**src/rtl/magia_l2_obi_arbiter.sv**
```systemverilog
// Round-robin arbiter sharing one OBI L2 port among NumReq requesters, with an
// in-order ID FIFO that steers memory responses back to the issuing requester.
module magia_l2_obi_arbiter #(
  parameter int unsigned NumReq         = 4,
  parameter int unsigned AddrWidth      = 32,
  parameter int unsigned DataWidth      = 32,
  parameter int unsigned MaxOutstanding = 4
) (
  input  logic                                clk_i,
  input  logic                                rst_i,
  input  logic [NumReq-1:0]                   req_i,
  input  logic [NumReq*AddrWidth-1:0]         addr_i,
  input  logic [NumReq-1:0]                   we_i,
  input  logic [NumReq*DataWidth/8-1:0]       be_i,
  input  logic [NumReq*DataWidth-1:0]         wdata_i,
  output logic [NumReq-1:0]                   gnt_o,
  output logic [NumReq-1:0]                   rvalid_o,
  output logic [DataWidth-1:0]                rdata_o,
  output logic                                mem_req_o,
  output logic [AddrWidth-1:0]                mem_addr_o,
  output logic                                mem_we_o,
  output logic [DataWidth/8-1:0]              mem_be_o,
  output logic [DataWidth-1:0]                mem_wdata_o,
  input  logic                                mem_gnt_i,
  input  logic                                mem_rvalid_i,
  input  logic [DataWidth-1:0]                mem_rdata_i,
  output logic [$clog2(MaxOutstanding+1)-1:0] outstanding_o,
  output logic                                err_o
);

  localparam int unsigned IdW  = $clog2(NumReq);
  localparam int unsigned BeW  = DataWidth / 8;
  localparam int unsigned CntW = $clog2(MaxOutstanding + 1);
  localparam int unsigned PtrW = (MaxOutstanding > 1) ? $clog2(MaxOutstanding) : 1;
  localparam logic [IdW:0] NUM_REQ = (IdW + 1)'(NumReq);

  logic [IdW-1:0]  rr_ptr, locked_id, winner, head;
  logic            lock, err;
  logic [IdW-1:0]  id_fifo [MaxOutstanding];
  logic [PtrW-1:0] wr_ptr, rd_ptr;
  logic [CntW-1:0] count;
  logic            full, mem_req, handshake, pop, found;
  logic [IdW:0]    idx;
  logic [AddrWidth-1:0] sel_addr;
  logic [BeW-1:0]       sel_be;
  logic [DataWidth-1:0] sel_wdata;
  logic                 sel_we;

  function automatic logic [IdW-1:0] next_id(input logic [IdW-1:0] id);
    return (id == IdW'(NumReq - 1)) ? '0 : id + IdW'(1);
  endfunction

  function automatic logic [PtrW-1:0] next_ptr(input logic [PtrW-1:0] p);
    return (p == PtrW'(MaxOutstanding - 1)) ? '0 : p + PtrW'(1);
  endfunction

  // Round-robin search from rr_ptr; a pending ungranted request pins the winner.
  always_comb begin
    winner = rr_ptr;
    found  = 1'b0;
    idx    = '0;
    for (int i = 0; i < NumReq; i++) begin
      idx = {1'b0, rr_ptr} + (IdW + 1)'(i);
      if (idx >= NUM_REQ) idx = idx - NUM_REQ;
      if (!found && req_i[idx[IdW-1:0]]) begin
        winner = idx[IdW-1:0];
        found  = 1'b1;
      end
    end
    if (lock) winner = locked_id;
  end

  always_comb begin
    sel_addr  = '0;
    sel_be    = '0;
    sel_wdata = '0;
    sel_we    = 1'b0;
    for (int i = 0; i < NumReq; i++) begin
      if (winner == IdW'(i)) begin
        sel_addr  = addr_i[i*AddrWidth +: AddrWidth];
        sel_be    = be_i[i*BeW +: BeW];
        sel_wdata = wdata_i[i*DataWidth +: DataWidth];
        sel_we    = we_i[i];
      end
    end
  end

  assign full      = (count == CntW'(MaxOutstanding));
  assign mem_req   = (|req_i) & ~full & ~rst_i;
  assign handshake = mem_req & mem_gnt_i;
  assign pop       = mem_rvalid_i & (count != '0) & ~rst_i;
  assign head      = id_fifo[rd_ptr];

  always_comb begin
    gnt_o    = '0;
    rvalid_o = '0;
    for (int i = 0; i < NumReq; i++) begin
      gnt_o[i]    = handshake & (winner == IdW'(i));
      rvalid_o[i] = pop & (head == IdW'(i));
    end
  end

  assign rdata_o       = pop ? mem_rdata_i : '0;
  assign mem_req_o     = mem_req;
  assign mem_addr_o    = rst_i ? '0 : sel_addr;
  assign mem_we_o      = ~rst_i & sel_we;
  assign mem_be_o      = rst_i ? '0 : sel_be;
  assign mem_wdata_o   = rst_i ? '0 : sel_wdata;
  assign outstanding_o = rst_i ? '0 : count;
  assign err_o         = ~rst_i & err;

  always_ff @(posedge clk_i) begin
    if (rst_i) begin
      rr_ptr <= '0;
      lock   <= 1'b0;
      wr_ptr <= '0;
      rd_ptr <= '0;
      count  <= '0;
      err    <= 1'b0;
    end else begin
      if (handshake) begin
        rr_ptr <= next_id(winner);
        lock   <= 1'b0;
        wr_ptr <= next_ptr(wr_ptr);
      end else if (mem_req) begin
        lock <= 1'b1;
      end
      if (pop) rd_ptr <= next_ptr(rd_ptr);
      if (handshake && !pop)      count <= count + CntW'(1);
      else if (!handshake && pop) count <= count - CntW'(1);
      if (mem_rvalid_i && count == '0) err <= 1'b1;
    end
  end

  always_ff @(posedge clk_i) begin
    if (mem_req && !mem_gnt_i) locked_id <= winner;
    if (handshake) id_fifo[wr_ptr] <= winner;
  end

endmodule

```
**config.mk**
```make
export PLATFORM = sky130hd
export DESIGN_NAME = magia_l2_obi_arbiter
export DESIGN_NICKNAME = d
export VERILOG_FILES = /design/src/rtl/magia_l2_obi_arbiter.sv
export SDC_FILE = /design/constraint.sdc
export NUM_CORES = 1
export LEC_CHECK = 0
export CAP_MARGIN = 10
export CORE_AREA = 2 2 167 169
export CTS_BUF_LIST = sky130_fd_sc_hd__clkbuf_4
export CTS_CLUSTER_DIAMETER = 80
export DETAILED_ROUTE_END_ITERATION = 6
export DIE_AREA = 0 0 169 171
export HOLD_SLACK_MARGIN = 0.15
export PLACE_DENSITY = 0.42
export SLEW_MARGIN = 20
export SYNTH_ARGS = -nofsm -noshare
export SYNTH_HDL_FRONTEND = slang
export SYNTH_SLANG_ARGS = --single-unit
```
**constraint.sdc**
```tcl
create_clock -name clk_i -period 4.6 [get_ports clk_i]
set_input_delay 0.92 -clock clk_i [delete_from_list [all_inputs] [get_ports clk_i]]
set_output_delay 0.92 -clock clk_i [all_outputs]
set_load 0.05 [all_outputs]
```
[Yosys cells after proc, flatten, opt, wreduce, memory -nomap -nowiden]
Memory sizes are Yosys's and may differ from the RTL's. A register that Yosys moved wholly into a read port is not among the register bits.
Index checks and enable logic that the tools add are counted.
Storage, ports and cells
  input bits: 316
  bits in registers: 13
  memories: 1
  bits in writable memories: 8
Memory list
  id_fifo: words 4, bits a word 2, rd ports 1, clocked after Yosys merged registers in 1, wr ports 1, RTL line 39  | logic [IdW-1:0] id_fifo [MaxOutstanding];
Cells by class
  equality and inequality tests: 9
  order comparisons: 8
  add/sub/neg operators: 12
  reductions and logical operators: 20
  mux-type cells: 50
  bitwise operators: 17
Operator list (count)
  $mux W32: 11
  $mux W2: 14
  $mux W4: 5
  $and A1 B1 Y1: 15
  $mux W1: 13
  $eq A2 B2 Y1 const B: 6
  $lt A2 B3 Y1 const B: 4
  $ge A3 B3 Y1 const B: 3
  $mux W3: 3
  $bmux W1 S2: 4
  $sub A2 B1 Y2 const B: 4
  $logic_and A1 B1 Y1: 7
  $add A2 B1 Y2 const B: 3
  $add A2 B2 Y3 const B: 2
  $logic_not A1 Y1: 6
  $eq A2 B1 Y1 const B: 2
  $logic_not A2 Y1: 2
  $reduce_or A4 Y1: 1
  $add A2 B1 Y3 const B: 1
  $add A3 B1 Y3 const B: 1
  $eq A3 B3 Y1 const B: 1
  $ge A2 B3 Y1 const B: 1
  $logic_not A3 Y1: 1
  $reduce_bool A3 Y1: 1
  4 further kinds: 5

[Longest topological paths before layout]
  depth in word-level cells: 21
  mapped depth: 13
  depth with buffers taken out: 9

[Worst setup path before layout]
Ideal clock, no wire load.
  path kind: input to output
  from: in req_i[0]
  to: out mem_wdata_o[30]
  data arrival time: 3692 ps
  stages: 10
  required time: 3680 ps
  setup slack: -12 ps
  cells stage by stage: nor2_1 -> a211oi_1 -> o41ai_1 -> ha_1 -> buf_4 -> clkbuf_1 -> nand2_1 -> o21ai_0 -> o21ai_0 -> a21oi_1
On the way
  longest elaborated chain between the ends: 19
  elaborated cells on any way between the ends: 31
  those cells by class: 3 x eq/ne; 21 x mux; 7 x reduce/logical
Ends and longest elaborated chain
  from (decl): RTL line 11  | input logic [NumReq-1:0] req_i,
  $bmux W1 S2: RTL line 65  | if (!found && req_i[idx[IdW-1:0]]) begin
  $mux W1 (implied by the code): RTL line 65
  $mux W1: RTL line 65
  $logic_not A1 Y1: RTL line 65
  $logic_and A1 B1 Y1: RTL line 65
  $mux W1: RTL line 65
  $logic_not A1 Y1: RTL line 65
  $logic_and A1 B1 Y1: RTL line 65
  (+2 left out)
  $logic_and A1 B1 Y1: RTL line 65
  $mux W2 *: RTL line 65
  $mux W2 *: RTL line 70  | if (lock) winner = locked_id;
  net winner[0]: RTL line 37  | logic [IdW-1:0] rr_ptr, locked_id, winner, head;
  $logic_not A2 Y1: RTL line 79  | if (winner == IdW'(i)) begin
  $mux W32 (3 in series): RTL line 79
  $mux W32 *: RTL line 79
  $mux W32 *: RTL line 108  | assign mem_wdata_o = rst_i ? '0 : sel_wdata;
  to (decl): RTL line 23  | output logic [DataWidth-1:0] mem_wdata_o,
The timed path passes the listed nets; every way through them passes the cells marked *. The select of a mux whose other input is x is not followed.

[Final worst setup path]
  from: in req_i[2]
  to: out mem_wdata_o[6]
Same word-level chain as after synthesis.

==> results.toml <==
[clocking]
clkTransAtPathRegs_ns = 0.12
clk_latency_ns = 0.30
cts-htree-levels = 1
cts_tree = "done"
cts-buffers-inserted = 3
cts.sinks = 23
clock_path_buffers = 2
ctsHoldBuffers = 0
root_buffer = "clkbuf_4"

[yosys]
synth.avg_cell_area_um2 = 7.58
syn-num-nets = 810
synth.area.top_cells = "a22o_1 16%, a221oi_1 11%, a21oi_1 11%, a221oi_2 8.2%, edfxtp_1 8.2%"
yosysTopAreaCellShare_pct = 16.3
postSynthCellCount = 483
synth_edf_count = 10
ys_ff_latch = 23
syn-cell-area_um2 = 3660
synth_cell_types = 41
yosysSeqAreaShare_pct = 15.3
synth-main-ff-cell = "dfxtp_1"
yosysWarnings = 0
synthArstFlopShare_pct = 0
synth_area_leader_cell = "a22o_1"

[worst_setup_path]
crit_family = "buffers and inverters"
path_depth = 13
worstPathCellList = "dlygate4sd2_1, nor2_1, a211oi_1, o41ai_2, buf_4, buf_4, ha_4, nor2b_4, bufbuf_16, a221oi_1, a21oi_1, a22o_1, buf_4"
crit_buf_inv = 5
critPathMaxFanout = 15
reg2reg_to = "count[2]"
crit_required_ns = 3.68
crit_path_top_delay_cell = "bufbuf_16"
cp-end-kind = "primary output"
cp.arrival_ns = 3.44
path_common_cell = "buf_4"
worstSetupPathType = "input port to primary output"
start_kind = "input port"
critical_path.max_stage_delay_ns = 0.34
r2r-start = "count[0]"
ff2ff_path_depth = 8
ff2ff_setup_slack_ns = 1.73

[job]
cap_violations = 0

[finish]
antennaDiodeCount = 0
layout.nets = 1251
fin_area_um2 = 9110
drive_gt1_share_pct = 23.0
syn_to_final_growth_pct = 149
fillers = 2903

[timing]
min_period_ns = 4.36
finClkSkew_ns = 0.00226
relSlewSlack_pct = 36.4
setup_violations = 0
finalSetupTns_ns = 0
finalWorstSetupSlack_ns = 0.244
slew_violations = 0
period_share_pct = 94.7
max_freq_mhz = 230
hold_viol_final = 0
rsz0062_at_grt = "false"
worst_slew_pin_slew_ns = 0.950

[die]
core_area_um2 = 27300
pin_count = 430
start_util_pct = 13.4
num_rows = 61
dieArea_um2 = 28900
die-width_um = 169
die_y_um = 171

[global_route]
gr-total-overflow = 0
grt_pass1_vias = 5497
grt_pass1_wl_um = 34300
grt_usage_pct = 15.4
antenna_found_initial = 0
grt_max_degree = 36

[placement]
placed_cell_area_um2 = 8960
io_buffers = 429
place_congestion = 0.787
dp_hpwl_um = 20200
dp_worst_setup_slack_ns = -0.0848

[drt]
drt-pass1-iter-count = 4
ant_nets = 0
drtIter0Drc = 200
drc_errors = 0
vias_per_cell = 4.30
wl_um = 24100
vias = 5459
wl_per_cell_um = 19.0

[power]
power_leakage_nw = 3.87
powerDensity_nw_per_um2 = 437
irDropWorstVdd_uv = 232
p_total_w = 0.00398

[hold_path]
holdPathStages = 2
hp-class = "flop to flop"
min_to = "err"
min_from = "err"

[run_status]
status = "completed"
## metrics by stage
| step | util [%] | hold WS, ns | std cells |
|---|---|---|---|
| global placement | 32.8 | 0.453 | 1263 |
| finish | 33.3 | 0.484 | 1269 |
| global route | 33.3 | 0.548 | 1269 |
| floorplan | - | 0.429 | 483 |
| detailed placement | 32.8 | 0.460 | 1263 |
| CTS | 33.1 | 0.494 | 1268 |
## flip-flops by register name (all words and copies together) (netlist names), named ones only
register   count
lock           1
id_fifo        8
count          3
wr_ptr         2
err            1
rd_ptr         2
locked_id      2
rr_ptr         2
## worst max-delay path by stage
stage | from | end | slack (ns)
detailed placement | req_i[0] | mem_wdata_o[9] | -0.08
global route | req_i[2] | mem_wdata_o[6] | 0.07
CTS | req_i[1] | mem_wdata_o[17] | 0.002
finish | req_i[2] | mem_wdata_o[6] | 0.24
floorplan | req_i[0] | mem_wdata_o[20] | 0.22
global placement | req_i[0] | mem_wdata_o[2] | -0.09
## area by class of cell
cell class / count / area (µm²) / area share (%)
Clock buffer: 3 / 22.5 / 0.247
Clock inverter: 1 / 5.00 / 0.0550
Inverter: 75 / 282 / 3.09
Multi-Input combinational cell: 333 / 2660 / 29.2
Sequential cell: 23 / 561 / 6.15
Tap cell: 346 / 433 / 4.75
Timing Repair Buffer: 488 / 5140 / 56.5
## metal layers
metal / wire (µm) / share of wire [%] / GRT usage [%] / up-vias
li1: - / - / - / 2692
met1: 9690 / 40 / 19.0 / 2517
met2: 12600 / 52 / 28.5 / 244
met3: 1780 / 7.4 / 3.28 / 6
met4: 95 / 0.39 / 1.37 / 0
met5: 0 / 0 / 0 / -
## power by group
group	switching, W	total, W	internal [W]	leakage, nW
clock	0.0000594	0.0000918	0.0000324	0.0177
combinational	0.00205	0.00359	0.00153	3.65
sequential	0.0000440	0.000303	0.000259	0.199
## cell families after synthesis
family / share of synthesized area (%)
mux: 2.32
xor+xnor: 0.478
flops: 15.3
simple gates: 14.4
compound gates: 49.1
fa+ha+maj: 3.96
buf+inv: 14.5
## worst reg2reg max path, cell delays in order, from the launching register on
cell and delay, ns:
dfxtp_1 0.51, nor3b_2 0.14, nor4b_4 0.81, ha_1 0.32, inv_1 0.06, fa_1 0.37
xor2_1 0.17, or3_1 0.30, a21oi_1 0.14
## layout by cell type, fill, tap and decap left out, types with 2 or more instances in the layout
cell,netlist,layout
a21oi_1,77,75
a21oi_2,0,2
a221oi_1,48,44
a221oi_2,20,24
a22o_1,68,68
and2_1,40,40
buf_12,0,49
buf_4,3,110
buf_6,4,7
clkbuf_4,0,3
clkdlybuf4s50_1,0,316
dfxtp_1,13,13
dlymetal6s2s_1,0,2
edfxtp_1,10,10
ha_1,10,8
ha_4,0,2
inv_1,75,75
mux2i_1,4,4
mux4_2,2,2
nand2_1,7,7
nand2b_1,5,5
nor2_1,14,13
nor2b_1,7,5
nor2b_4,0,2
nor3_1,6,6
o21ai_0,4,4
o31ai_2,2,2
or3_1,2,2
xor2_1,2,2
## timing repair
action | 4_1_cts | 5_1_grt
endpoints found under the setup margin | 43 | 68
gates resized for setup | 5 | 15
gates cloned | 1 | 1
setup buffers | 0 | 0
endpoints found under the hold margin | 0 | 0
## cells in the mapped netlist, types with 2 or more instances
| master | n |
|---|---|
| o21ai_0 | 4 |
| a221oi_2 | 20 |
| inv_1 | 75 |
| buf_4 | 3 |
| edfxtp_1 | 10 |
| clkbuf_1 | 34 |
| a21oi_1 | 77 |
| xor2_1 | 2 |
| nor2_1 | 14 |
| nand2_1 | 7 |
| mux2i_1 | 4 |
| dfxtp_1 | 13 |
| mux4_2 | 2 |
| nand2b_1 | 5 |
| buf_1 | 2 |
| a22o_1 | 68 |
| nor2b_1 | 7 |
| or3_1 | 2 |
| and2_1 | 40 |
| a221oi_1 | 48 |
| nor3_1 | 6 |
| buf_2 | 8 |
| ha_1 | 10 |
| o31ai_2 | 2 |
| buf_6 | 4 |
Power figures use the tool's default switching activity.
